File: config.mk
export PLATFORM = sky130hd
export DESIGN_NAME = lc3b_pipe_ctrl
export DESIGN_NICKNAME = d
export VERILOG_FILES = /design/src/rtl/lc3b_pipe_ctrl.sv
export SDC_FILE = /design/constraint.sdc
export NUM_CORES = 1
export LEC_CHECK = 0
export CAP_MARGIN = 20
export CORE_MARGIN = 3
export CORE_UTILIZATION = 31
export DETAILED_ROUTE_END_ITERATION = 8
export GPL_TIMING_DRIVEN = 0
export HOLD_SLACK_MARGIN = 0.12
export PLACE_DENSITY_LB_ADDON = 0.1
export SLEW_MARGIN = 40
export SYNTH_ARGS = -nofsm -noshare
export SYNTH_HDL_FRONTEND = slang
export SYNTH_SLANG_ARGS = --single-unit
export TNS_END_PERCENT = 1
File: constraint.sdc
create_clock -name clk -period 2.66 [get_ports clk]
set_clock_uncertainty 0.2 [all_clocks]
set_input_delay 0.399 -clock clk [delete_from_list [all_inputs] [get_ports clk]]
set_output_delay 0.399 -clock clk [all_outputs]
set_load 0.02 [all_outputs]
File: src/rtl/lc3b_pipe_ctrl.sv
// lc3b_pipe_ctrl: pipeline sequencing controller for the five-stage LC-3b core.
// Drives the latch-group load/bubble strobes and owns the data-memory access
// FSM, including the two-access LDI/STI sequence.
// Optional feature macro: PIPE_CTRL_PERF_EN enables the stall/flush counters.
module lc3b_pipe_ctrl (
  input  logic        clk,
  input  logic        reset_n,
  input  logic        imem_resp,
  input  logic        mem_valid,
  input  logic        mem_req,
  input  logic        mem_indirect,
  input  logic        dmem_resp,
  input  logic        br_taken,
  input  logic        dep_stall,
  output logic        load_pc,
  output logic        load_de,
  output logic        load_agex,
  output logic        load_mem,
  output logic        load_sr,
  output logic        squash_de,
  output logic        bubble_agex,
  output logic        bubble_mem,
  output logic        bubble_sr,
  output logic        dmem_strobe,
  output logic        dmem_phase,
  output logic [15:0] stall_cnt,
  output logic [15:0] flush_cnt
);

  typedef enum logic [1:0] {IDLE, ACC1, ACC2, DONE} mem_state_e;

  mem_state_e state_q, state_d;
  logic       mem_busy;
  logic       flush_case;

  // Mem FSM state register; async reset abandons any access in flight.
  always_ff @(posedge clk or negedge reset_n) begin
    if (!reset_n) state_q <= IDLE;
    else          state_q <= state_d;
  end

  // Mem FSM next state and data-memory strobes.
  always_comb begin
    state_d     = state_q;
    dmem_strobe = 1'b0;
    dmem_phase  = 1'b0;
    unique case (state_q)
      IDLE: if (mem_valid && mem_req) state_d = ACC1;
      ACC1: begin
        dmem_strobe = reset_n;
        if (dmem_resp) state_d = mem_indirect ? ACC2 : DONE;
      end
      ACC2: begin
        dmem_strobe = reset_n;
        dmem_phase  = reset_n;
        if (dmem_resp) state_d = DONE;
      end
      DONE: state_d = IDLE;
      default: state_d = IDLE;
    endcase
  end

  // The IDLE cycle that launches an access is already busy so MEM holds.
  assign mem_busy = ((state_q == IDLE) && mem_valid && mem_req) ||
                    (state_q == ACC1) || (state_q == ACC2);

  // Fixed-priority hazard resolution: mem > branch > dependency > fetch > run.
  always_comb begin
    load_pc     = 1'b0;
    load_de     = 1'b0;
    load_agex   = 1'b0;
    load_mem    = 1'b0;
    load_sr     = 1'b0;
    squash_de   = 1'b0;
    bubble_agex = 1'b0;
    bubble_mem  = 1'b0;
    bubble_sr   = 1'b0;
    flush_case  = 1'b0;
    if (reset_n) begin
      if (mem_busy) begin
        load_sr   = 1'b1;
        bubble_sr = 1'b1;
      end else if (br_taken) begin
        flush_case  = 1'b1;
        load_pc     = 1'b1;
        load_de     = 1'b1;
        squash_de   = 1'b1;
        load_agex   = 1'b1;
        bubble_agex = 1'b1;
        load_mem    = 1'b1;
        bubble_mem  = 1'b1;
        load_sr     = 1'b1;
      end else if (dep_stall) begin
        load_agex   = 1'b1;
        bubble_agex = 1'b1;
        load_mem    = 1'b1;
        load_sr     = 1'b1;
      end else if (!imem_resp) begin
        load_de   = 1'b1;
        squash_de = 1'b1;
        load_agex = 1'b1;
        load_mem  = 1'b1;
        load_sr   = 1'b1;
      end else begin
        load_pc   = 1'b1;
        load_de   = 1'b1;
        load_agex = 1'b1;
        load_mem  = 1'b1;
        load_sr   = 1'b1;
      end
    end
  end

`ifdef PIPE_CTRL_PERF_EN
  logic [15:0] stall_q, flush_q;

  // Saturating perf counters: fetch-stalled cycles and branch flushes.
  always_ff @(posedge clk or negedge reset_n) begin
    if (!reset_n) begin
      stall_q <= '0;
      flush_q <= '0;
    end else begin
      if (!load_pc && (stall_q != 16'hFFFF)) stall_q <= stall_q + 16'd1;
      if (flush_case && (flush_q != 16'hFFFF)) flush_q <= flush_q + 16'd1;
    end
  end

  assign stall_cnt = stall_q;
  assign flush_cnt = flush_q;
`else
  assign stall_cnt = 16'd0;
  assign flush_cnt = 16'd0;
`endif

endmodule

Word level (Yosys, flattened, before mapping)
Index checks and enable logic that the tools add are counted.
{"block": "totals", "reg_bits": 2, "inputBits": 9, "out_inout_bits": 43, "wordCells": 48}
{"block": "op_classes", "n_eq_ne": 6, "mux": 33, "n_reduce_logical": 8}
{"op": "2-to-1 mux 1 bit", "n": 29}
{"op": "one-hot mux 2 bit (4 select lines)", "n": 1}
{"op": "2-to-1 mux 2 bit", "n": 3}
{"op": "inequality test 2 bit, second input constant", "n": 3}
{"op": "equality test 2 bit, second input constant", "n": 2}
{"op": "logical AND 1 bit", "n": 3}
{"op": "AND reduction 3 bit", "n": 1}
{"op": "equality test 2 x 1 -> 1 bit, second input constant", "n": 1}
{"op": "logical NOT 2 bit", "n": 1}
{"op": "logical OR 1 bit", "n": 2}
{"op": "OR reduction 2 bit", "n": 1}

Logic depth before layout (Yosys ltp)
Gate-level depths: netlist (run 1).
{"block": "depth", "word_depth": 7, "ltp_mapped": 6, "ltp_nobuf": 5}

Worst setup path before layout (run 1)
Ideal clock, no wire load.
{"block": "synth_timing", "path_type": "reg2out", "startpoint": "reg state_q[0]", "endpoint": "out load_de", "arrival_time_ps": 1453, "t_required_ps": 2061, "slack_ps": 608, "path_stages_with_launch": 6, "path_buffers": 0, "path_cell_list": "dfrtp_1 > inv_1 > ha_1 > a311oi_2 > nand2_2 > a21oi_1"}
{"block": "synth_between", "elab_chain_len": 7, "elab_cells_between_ends": 9, "cone_classes": "2 x eq/ne; 2 x mux; 5 x reduce/logical"}
{"item": "start, declared", "line": "32", "text": "mem_state_e state_q, state_d;"}
{"item": "start signal, assigned", "line": "39", "text": "else state_q <= state_d;"}
{"item": "logical NOT 2 bit", "line": "64", "text": "assign mem_busy = ((state_q == IDLE) && mem_valid && mem_req) ||"}
{"item": "logical AND 1 bit (2 in a row)", "line": "64"}
{"item": "logical OR 1 bit", "line": "64"}
{"item": "logical OR 1 bit (*)", "line": "65", "text": "(state_q == ACC1) || (state_q == ACC2);"}
{"item": "2-to-1 mux 1 bit (*)", "line": "80", "text": "if (mem_busy) begin"}
{"item": "2-to-1 mux 1 bit (*)", "line": "79", "text": "if (reset_n) begin"}
{"item": "end, declared", "line": "16", "text": "output logic load_de,"}
Mark *: on every way between the ends. The rest lies on a longest branch, timed or not.

Final worst setup path (run 1)
{"block": "layout_timing", "startpoint": "reg state_q[0]", "endpoint": "out load_mem"}
{"block": "layout_between", "elab_chain_len": 7, "elab_cells_between_ends": 9, "cone_classes": "2 x eq/ne; 2 x mux; 5 x reduce/logical"}
{"item": "logical NOT 2 bit", "line": "64"}
{"item": "logical AND 1 bit (2 in a row)", "line": "64"}
{"item": "logical OR 1 bit", "line": "64"}
{"item": "logical OR 1 bit (*)", "line": "65"}
{"item": "2-to-1 mux 1 bit (*)", "line": "80"}
{"item": "2-to-1 mux 1 bit (*)", "line": "79"}
{"item": "end, declared", "line": "18", "text": "output logic load_mem,"}
Marked as above.

==> impl_results.md, run 1 <==
* Total grt overflow at 0
* Cts bufs inserted at 3
* First-pass GRT wire length at roughly 1400 um
* Gr usage total at under 10%
* Final #Nets at approximately 140
* Die Footprint at between 2000 and 2500 sq um
* Vias at 460
* Finished Layout Cells at 137
* Most used routing layer: met2
* PortBufs at 19
* Post-Synthesis Cells at about 70
* GR Util met3 at under 10%
* Power per Cell Area at between 600 and 700 nW/um^2
* Pre-Repair DR Iteration Count at 1
* Met1 global-route usage at around 9.9%
* Area Overhead vs Synth at 65.2%
* Max FO, Critical Path at 6
* Critical path endpoint category: output pin
* Reg with most FFs: state_q
* CTS H-tree depth at 1
* Tot Pwr at 599 uW
* N_diodes at 0
* Die Ht at approximately 47 um
* FF/Latch Area at 50.0 sq um
* Simple-Gate Fraction of Synth Area at between 10% and 20%
* Post-Synth Adder-Cell Area at approximately a tenth
* Post-synthesis compound-gate area fraction at between 10% and 20%
* Seq/Total Area, Yosys at about a tenth
* Top Registers: state_q x2
* Share of cells above drive strength 1 at a little over a third
* CTS tree: done
* # clock sinks at 2
* Cells after DPL at 134
* I/O pin count at 52
* Via-to-Cell Ratio at about 3.4
* DIE WIDTH at approximately 47 um
* Drt total wl at 1010 um
* Post-Syn Area at 526 sq um
* Starting density of the core at between 30% and 40%
* Met2 Use GR at between 10% and 20%
* Fill cell count at between 150 and 200
* R2R Setup Slk at roughly 930 ps
* Maxcap violations at 0
* Synth Area in XOR/XNOR at 0%
* Worst EP required at 2060 ps
* Wire per inst at ~7.4 um
* Max FFs per register at 2
* DR iter-0 viols at 0
* Max frequency at between 0.4 and 0.5 GHz
* Hold crit path type: in -> async
* Post-synthesis mux area share at under 10%
* Core Area at ~1600 sq um
* Vias in the first global route at 357
* Unrepaired setup endpoints after global routing: false
* Largest family of logic cells by synthesized area: buffers and inverters
* Multi-input gate area in the final layout at around 320 sq um
* Max Buffers Root-to-Sink at 2
* Setup TNS at 0 ps
* Crit Reg-Reg Startpoint: state_q[0]$_DFFE_PN0P_
* Detail Route Antenna Nets at 0
* Kind of start point of the critical path: register
* Max VDD drop at between 0.5 and 0.6 mV
* Hold Vio Cnt, Final at 0
* Clk Tree Root Cell: clkbuf_4
* FF-to-FF path depth at 5
* DRC errors left at 0
* Clock Latency Late Sink at 220 ps
* Yosys warnings at 0
* Gp weighted congestion at 0.704
* Library cells used by synthesis at 20
* Outcome: finished, final reports clean
* Largest net degree at the start of global routing at 8
* Slew Viols, Final at 0
* Worst setup path class: reg -> out
* Reg2reg end: state_q[1]$_DFFE_PN0P_
* Final Cycle Share at about nine tenths
* Clock slew at reported path FFs at 30 ps
* # setup viols final at 0
* FF+latch count, synth at 2
* Rows at 14
* Pleak at 0.000546 uW
* CP arrival at between 1500 and 2000 ps
* Min cycle time layout at ~2400 ps
* Initial antenna violation count at 0
* DP HPWL at between 900 and 1000 um
* Syn Area/Cell at 7.73 sq um
kinds of logic (layout without fill, tap and decap cells):
logic type	Yosys count	count (layout)
AND/OR/NAND/NOR	15	15
adder cells (fa/ha/maj)	4	4
buffers and inverters	38	60
flip-flops	2	2
AO/OA/AOI/OAI	7	7
other	1	32
multiplexers	1	1
cell usage after synthesis:
| cell type | number | area, sq um |
|---|---|---|
| o21ba_2 | 1 | 10.0 |
| conb_1 | 1 | 3.75 |
| a21oi_2 | 1 | 8.76 |
| nor2_1 | 7 | 26.3 |
| nor3_1 | 1 | 5.00 |
| and2_1 | 2 | 12.5 |
| inv_1 | 4 | 15.0 |
| a211oi_2 | 1 | 12.5 |
| ha_1 | 4 | 50.1 |
| mux2_1 | 1 | 11.3 |
| dfrtp_1 | 2 | 50.1 |
| a311oi_2 | 1 | 15.0 |
| and2b_2 | 1 | 8.76 |
| a2bb2oi_1 | 1 | 8.76 |
| buf_4 | 34 | 255 |
| nor2b_1 | 1 | 6.26 |
| nand2_2 | 1 | 6.26 |
| nand2_1 | 1 | 3.75 |
| a21oi_1 | 2 | 10.0 |
| nand2b_1 | 1 | 6.26 |
cell usage in the layout (no fill, tap or decap), types with 2 or more instances in the layout:
master	netlist	final
dlygate4sd2_1	0	7
ha_1	4	4
conb_1	1	32
inv_1	4	4
clkbuf_4	0	3
dfrtp_1	2	2
buf_4	34	34
nor2_1	7	7
clkdlybuf4s50_1	0	11
a21oi_1	2	2
and2_1	2	2
worst max path at each step:
stage                           startpoint   endpoint  slack (ps)  cells past startpoint
floorplan           state_q[0]$_DFFE_PN0P_    load_de         610                      5
global placement                   mem_req   load_mem          30                      6
detailed placement                 mem_req   load_mem           5                      6
CTS                 state_q[0]$_DFFE_PN0P_  bubble_sr           3                      5
global route        state_q[0]$_DFFE_PN0P_    load_de          30                      6
finish              state_q[0]$_DFFE_PN0P_   load_mem         230                      7
critical path, cell delays in order (launching register included):
cell and delay (ps):
dfrtp_1 350, inv_1 100, ha_1 260, a311oi_2 260
nand2_2 140, inv_1 90, buf_4 100, dlygate4sd2_1 320
metal layers:
layer / wire length, um / share of wire (%)
met4: 0 / 0
met5: 0 / 0
met3: 144 / 14
met2: 469 / 46
met1: 396 / 39
stage by stage:
stage	instance area, sq um	hold slack [ps]	worst slack (ps)	utilization (%)
5_1_grt	868	206	28.1	55.7
4_1_cts	866	202	3.47	55.5
6_report	868	206	230	55.7
3_3_place_gp	852	331	28.6	54.7
2_1_floorplan	642	-96.6	608	-
3_5_place_dp	852	346	5.12	54.7
final cells by class:
class	instances	area share [%]
Clock buffer	3	2.59
Multi-Input combinational cell	59	37.0
Buffer	34	29.4
Tap cell	16	2.31
Sequential cell	2	5.76
Timing Repair Buffer	19	21.2
Inverter	4	1.73
what timing repair did:
action                                  in CTS  in global routing
pin swaps                                    0                  1
hold buffers                                 0                  0
endpoints found under the setup margin       7                  4
resized for setup                            7                  1
buffers inserted                             0                  0
where the power goes:
group	internal (uW)	switching, uW
Sequential	48.3	12.7
Combinational	220	252
Clock	49.8	17.4
(Power assumes the default switching activity.)
==> run 2, diff against run 1 <==
--- a/config.mk
+++ b/config.mk
@@ -11,9 +11,9 @@
 export DETAILED_ROUTE_END_ITERATION = 8
 export GPL_TIMING_DRIVEN = 0
 export HOLD_SLACK_MARGIN = 0.12
-export PLACE_DENSITY_LB_ADDON = 0.1
+export PLACE_DENSITY = 0.89
 export SLEW_MARGIN = 40
 export SYNTH_ARGS = -nofsm -noshare
 export SYNTH_HDL_FRONTEND = slang
 export SYNTH_SLANG_ARGS = --single-unit
-export TNS_END_PERCENT = 1
+export TNS_END_PERCENT = 10
==> run 2 against run 1 <==
Global-route usage rose by 0.53 points. Maximum frequency fell by 1.6%. Die area did not move. Total power rose by 0.64%. Worst hold slack improved by 18 ps. Utilization did not move. Flip-flop and latch count did not move. Routed wire length rose by 16%. Sequential power rose by 2%. Via count rose by 7.4%.
==> impl_results.md, run 2 (synthesis results as in run 1) <==
* Outcome: finished, final reports clean (unchanged)
* DR iter-0 viols at 1 (was 0)
* PortBufs at 19 (unchanged)
* Max VDD drop at 0.515 mV (was 0.528 mV)
* Logic pwr share at 78.8% (was 78.6%)
* Worst setup path class: reg -> out (unchanged)
* Fill cell count at 139 (was 167)
* Util after Layout at 55.7% (unchanged)
* FF-to-FF path depth at 5 (unchanged)
* Hold Vio Cnt, Final at 0 (unchanged)
* Share of cells above drive strength 1 at 35.5% (unchanged)
* Min cycle time layout at 2470 ps (was 2430 ps)
* Max FFs per register at 2 (unchanged)
* Die Footprint at 2230 sq um (unchanged)
* Final Cycle Share at 92.8% (was 91.4%)
* Slew Viols, Final at 0 (unchanged)
* Met3 Wirelength at 177 um (was 144 um)
* DIE WIDTH at 47.2 um (unchanged)
* DP HPWL at 1070 um (was 918 um)
* Largest net degree at the start of global routing at 8 (unchanged)
* Starting density of the core at 33.7% (unchanged)
* Top layer in use: met3 (unchanged)
* Unrepaired setup endpoints after global routing: false (unchanged)
* Die Ht at 47.2 um (unchanged)
* Pleak at 0.000546 uW (unchanged)
* Via-to-Cell Ratio at 3.61 (was 3.36)
* Max Buffers Root-to-Sink at 2 (unchanged)
* Gr usage total at 9.72% (was 9.19%)
* Clk Tree Root Cell: clkbuf_4 (unchanged)
* Max FO, Critical Path at 6 (unchanged)
* Gp weighted congestion at 0.772 (was 0.704)
* Top Registers: state_q x2 (unchanged)
* Reg2reg end: state_q[1]$_DFFE_PN0P_ (unchanged)
* Worst setup startpoint: state_q[1]$_DFFE_PN0P_ (was state_q[0]$_DFFE_PN0P_)
* Core Area at 1560 sq um (unchanged)
* Wire per inst at 8.55 um (was 7.37 um)
* Drt total wl at 1170 um (was 1010 um)
* R2R Setup Slk at 920 ps (was 930 ps)
* Kind of start point of the critical path: register (unchanged)
* Sw Pwr at 286 uW (was 282 uW)
* Commonest non-fill, non-tap cells in the layout: 34 x buf_4, 32 x conb_1, 11 x clkdlybuf4s50_1 (unchanged)
* Most common cell after layout, fill and taps aside: buf_4 (unchanged)
* Power per Cell Area at 695 nW/um^2 (was 690 nW/um^2)
* I/O pin count at 52 (unchanged)
* Hold crit path type: in -> async (unchanged)
* Rows at 14 (unchanged)
* Critical path endpoint category: output pin (unchanged)
* Worst EP required at 2060 ps (about the same)
* Vias in the first global route at 388 (was 357)
* Max frequency at 0.405 GHz (was 0.411 GHz)
* First-pass GRT wire length at 1480 um (was 1380 um)
* # clock sinks at 2 (unchanged)
* Hold Buf Count CTS at 0 (unchanged)
* Cts bufs inserted at 3 (unchanged)
* Tot Pwr at 603 uW (was 599 uW)
* Clock network power share at 10.8% (was 11.2%)
* Reg with most FFs: state_q (unchanged)
* Detail Route Antenna Nets at 0 (unchanged)
* Initial antenna violation count at 0 (unchanged)
* DRC errors left at 0 (unchanged)
* N_diodes at 0 (unchanged)
* Worst setup path endpoint: load_mem (unchanged)
* Pre-Repair DR Iteration Count at 2 (was 1)
* Total grt overflow at 0 (unchanged)
* # setup viols final at 0 (unchanged)
* Post-route setup slack at 190 ps (was 230 ps)
* Routed wire length on met2 at 607 um (was 469 um)
* CTS tree: done (unchanged)
* Crit Reg-Reg Startpoint: state_q[0]$_DFFE_PN0P_ (unchanged)
* CTS H-tree depth at 1 (unchanged)
* Seq pwr share at 10.4% (was 10.2%)
* CP arrival at 1870 ps (was 1830 ps)
* Cell Int Power at 317 uW (was 318 uW)
* Vias at 494 (was 460)
* M1 WL at 386 um (was 396 um)
* Setup WS pre-CTS at -13.9 ps (was 5.12 ps)
* Setup TNS at 0 ps (unchanged)
* Final #Nets at 136 (unchanged)
* Area Overhead vs Synth at 65.2% (unchanged)
* Maxcap violations at 0 (unchanged)
* Clock slew at reported path FFs at 30 ps (about the same)
* Multi-input gate area in the final layout at 322 sq um (unchanged)
* FF/Latch Area at 50.0 sq um (unchanged)
* Sw Ratio at 47.4% (was 47.0%)
* Clock Latency Late Sink at 220 ps (about the same)
[run 2: cell counts in the layout (fill, tap and decap cells not counted)]
No cell type changed its count.
[run 2: cell type report]
class / instances / share of cell area (%)
Buffer: 34 / 29.4
Clock buffer: 3 / 2.59
Inverter: 4 / 1.73
Multi-Input combinational cell: 59 / 37.0
Sequential cell: 2 / 5.76
Tap cell: 16 / 2.31
Timing Repair Buffer: 19 / 21.2
[run 2: power by group through the flow]
stage               sequential (uW)  clock, uW  combinational [uW]
finish                         62.5       65.3                 475
global placement               60.5          0                 489
detailed placement             62.9          0                 505
floorplan                      59.2          0                 350
global route                   64.7       74.5                 520
CTS                            62.6       71.3                 480
[run 2: critical path, cell delays in order, from the launching register on]
cell and delay, ps:
dfrtp_1 370, inv_1 90, ha_1 220, a311oi_2 300
nand2_2 140, inv_1 100, buf_4 100, dlygate4sd2_1 320
[run 2: metal layers]
| metal | up-vias | track usage (%) |
|---|---|---|
| met5 | - | 0 |
| met4 | 0 | 7.18 |
| met3 | 0 | 3.83 |
| met2 | 33 | 17.6 |
| met1 | 208 | 8.54 |
| li1 | 253 | - |
[run 2: worst min-delay path by stage]
stage / start / endpoint / slack (ps) / cells after the start
final: reset_n / state_q[1]$_DFFE_PN0P_ / 220 / 1
after global routing: reset_n / state_q[1]$_DFFE_PN0P_ / 230 / 1
after CTS: reset_n / state_q[1]$_DFFE_PN0P_ / 210 / 1
after detailed placement: state_q[1]$_DFFE_PN0P_ / state_q[1]$_DFFE_PN0P_ / 350 / 1
after global placement: state_q[1]$_DFFE_PN0P_ / state_q[1]$_DFFE_PN0P_ / 330 / 1
after floorplan: reset_n / state_q[0]$_DFFE_PN0P_ / -100 / 0
[run 2: repair_timing]
action	CTS	global route
gates resized for setup	7	1
pin swaps	0	1
setup endpoints to repair	7	3
setup buffers	0	0
[run 2: stage by stage]
stage / hold slack [ps] / instances / cell area [sq um]
floorplan: -96.6 / 99 / 642
global placement: 328 / 134 / 852
detailed placement: 353 / 134 / 852
CTS: 214 / 137 / 866
global route: 230 / 137 / 868
finish: 224 / 137 / 868
==> run 3, diff against run 2 <==
--- a/config.mk
+++ b/config.mk
@@ -8,6 +8,7 @@
 export CAP_MARGIN = 20
 export CORE_MARGIN = 3
 export CORE_UTILIZATION = 31
+export CTS_CLUSTER_DIAMETER = 30
 export DETAILED_ROUTE_END_ITERATION = 8
 export GPL_TIMING_DRIVEN = 0
 export HOLD_SLACK_MARGIN = 0.12
==> results of run 3 <==
The final DEF is identical to that of run 2; final timing and power are the same.
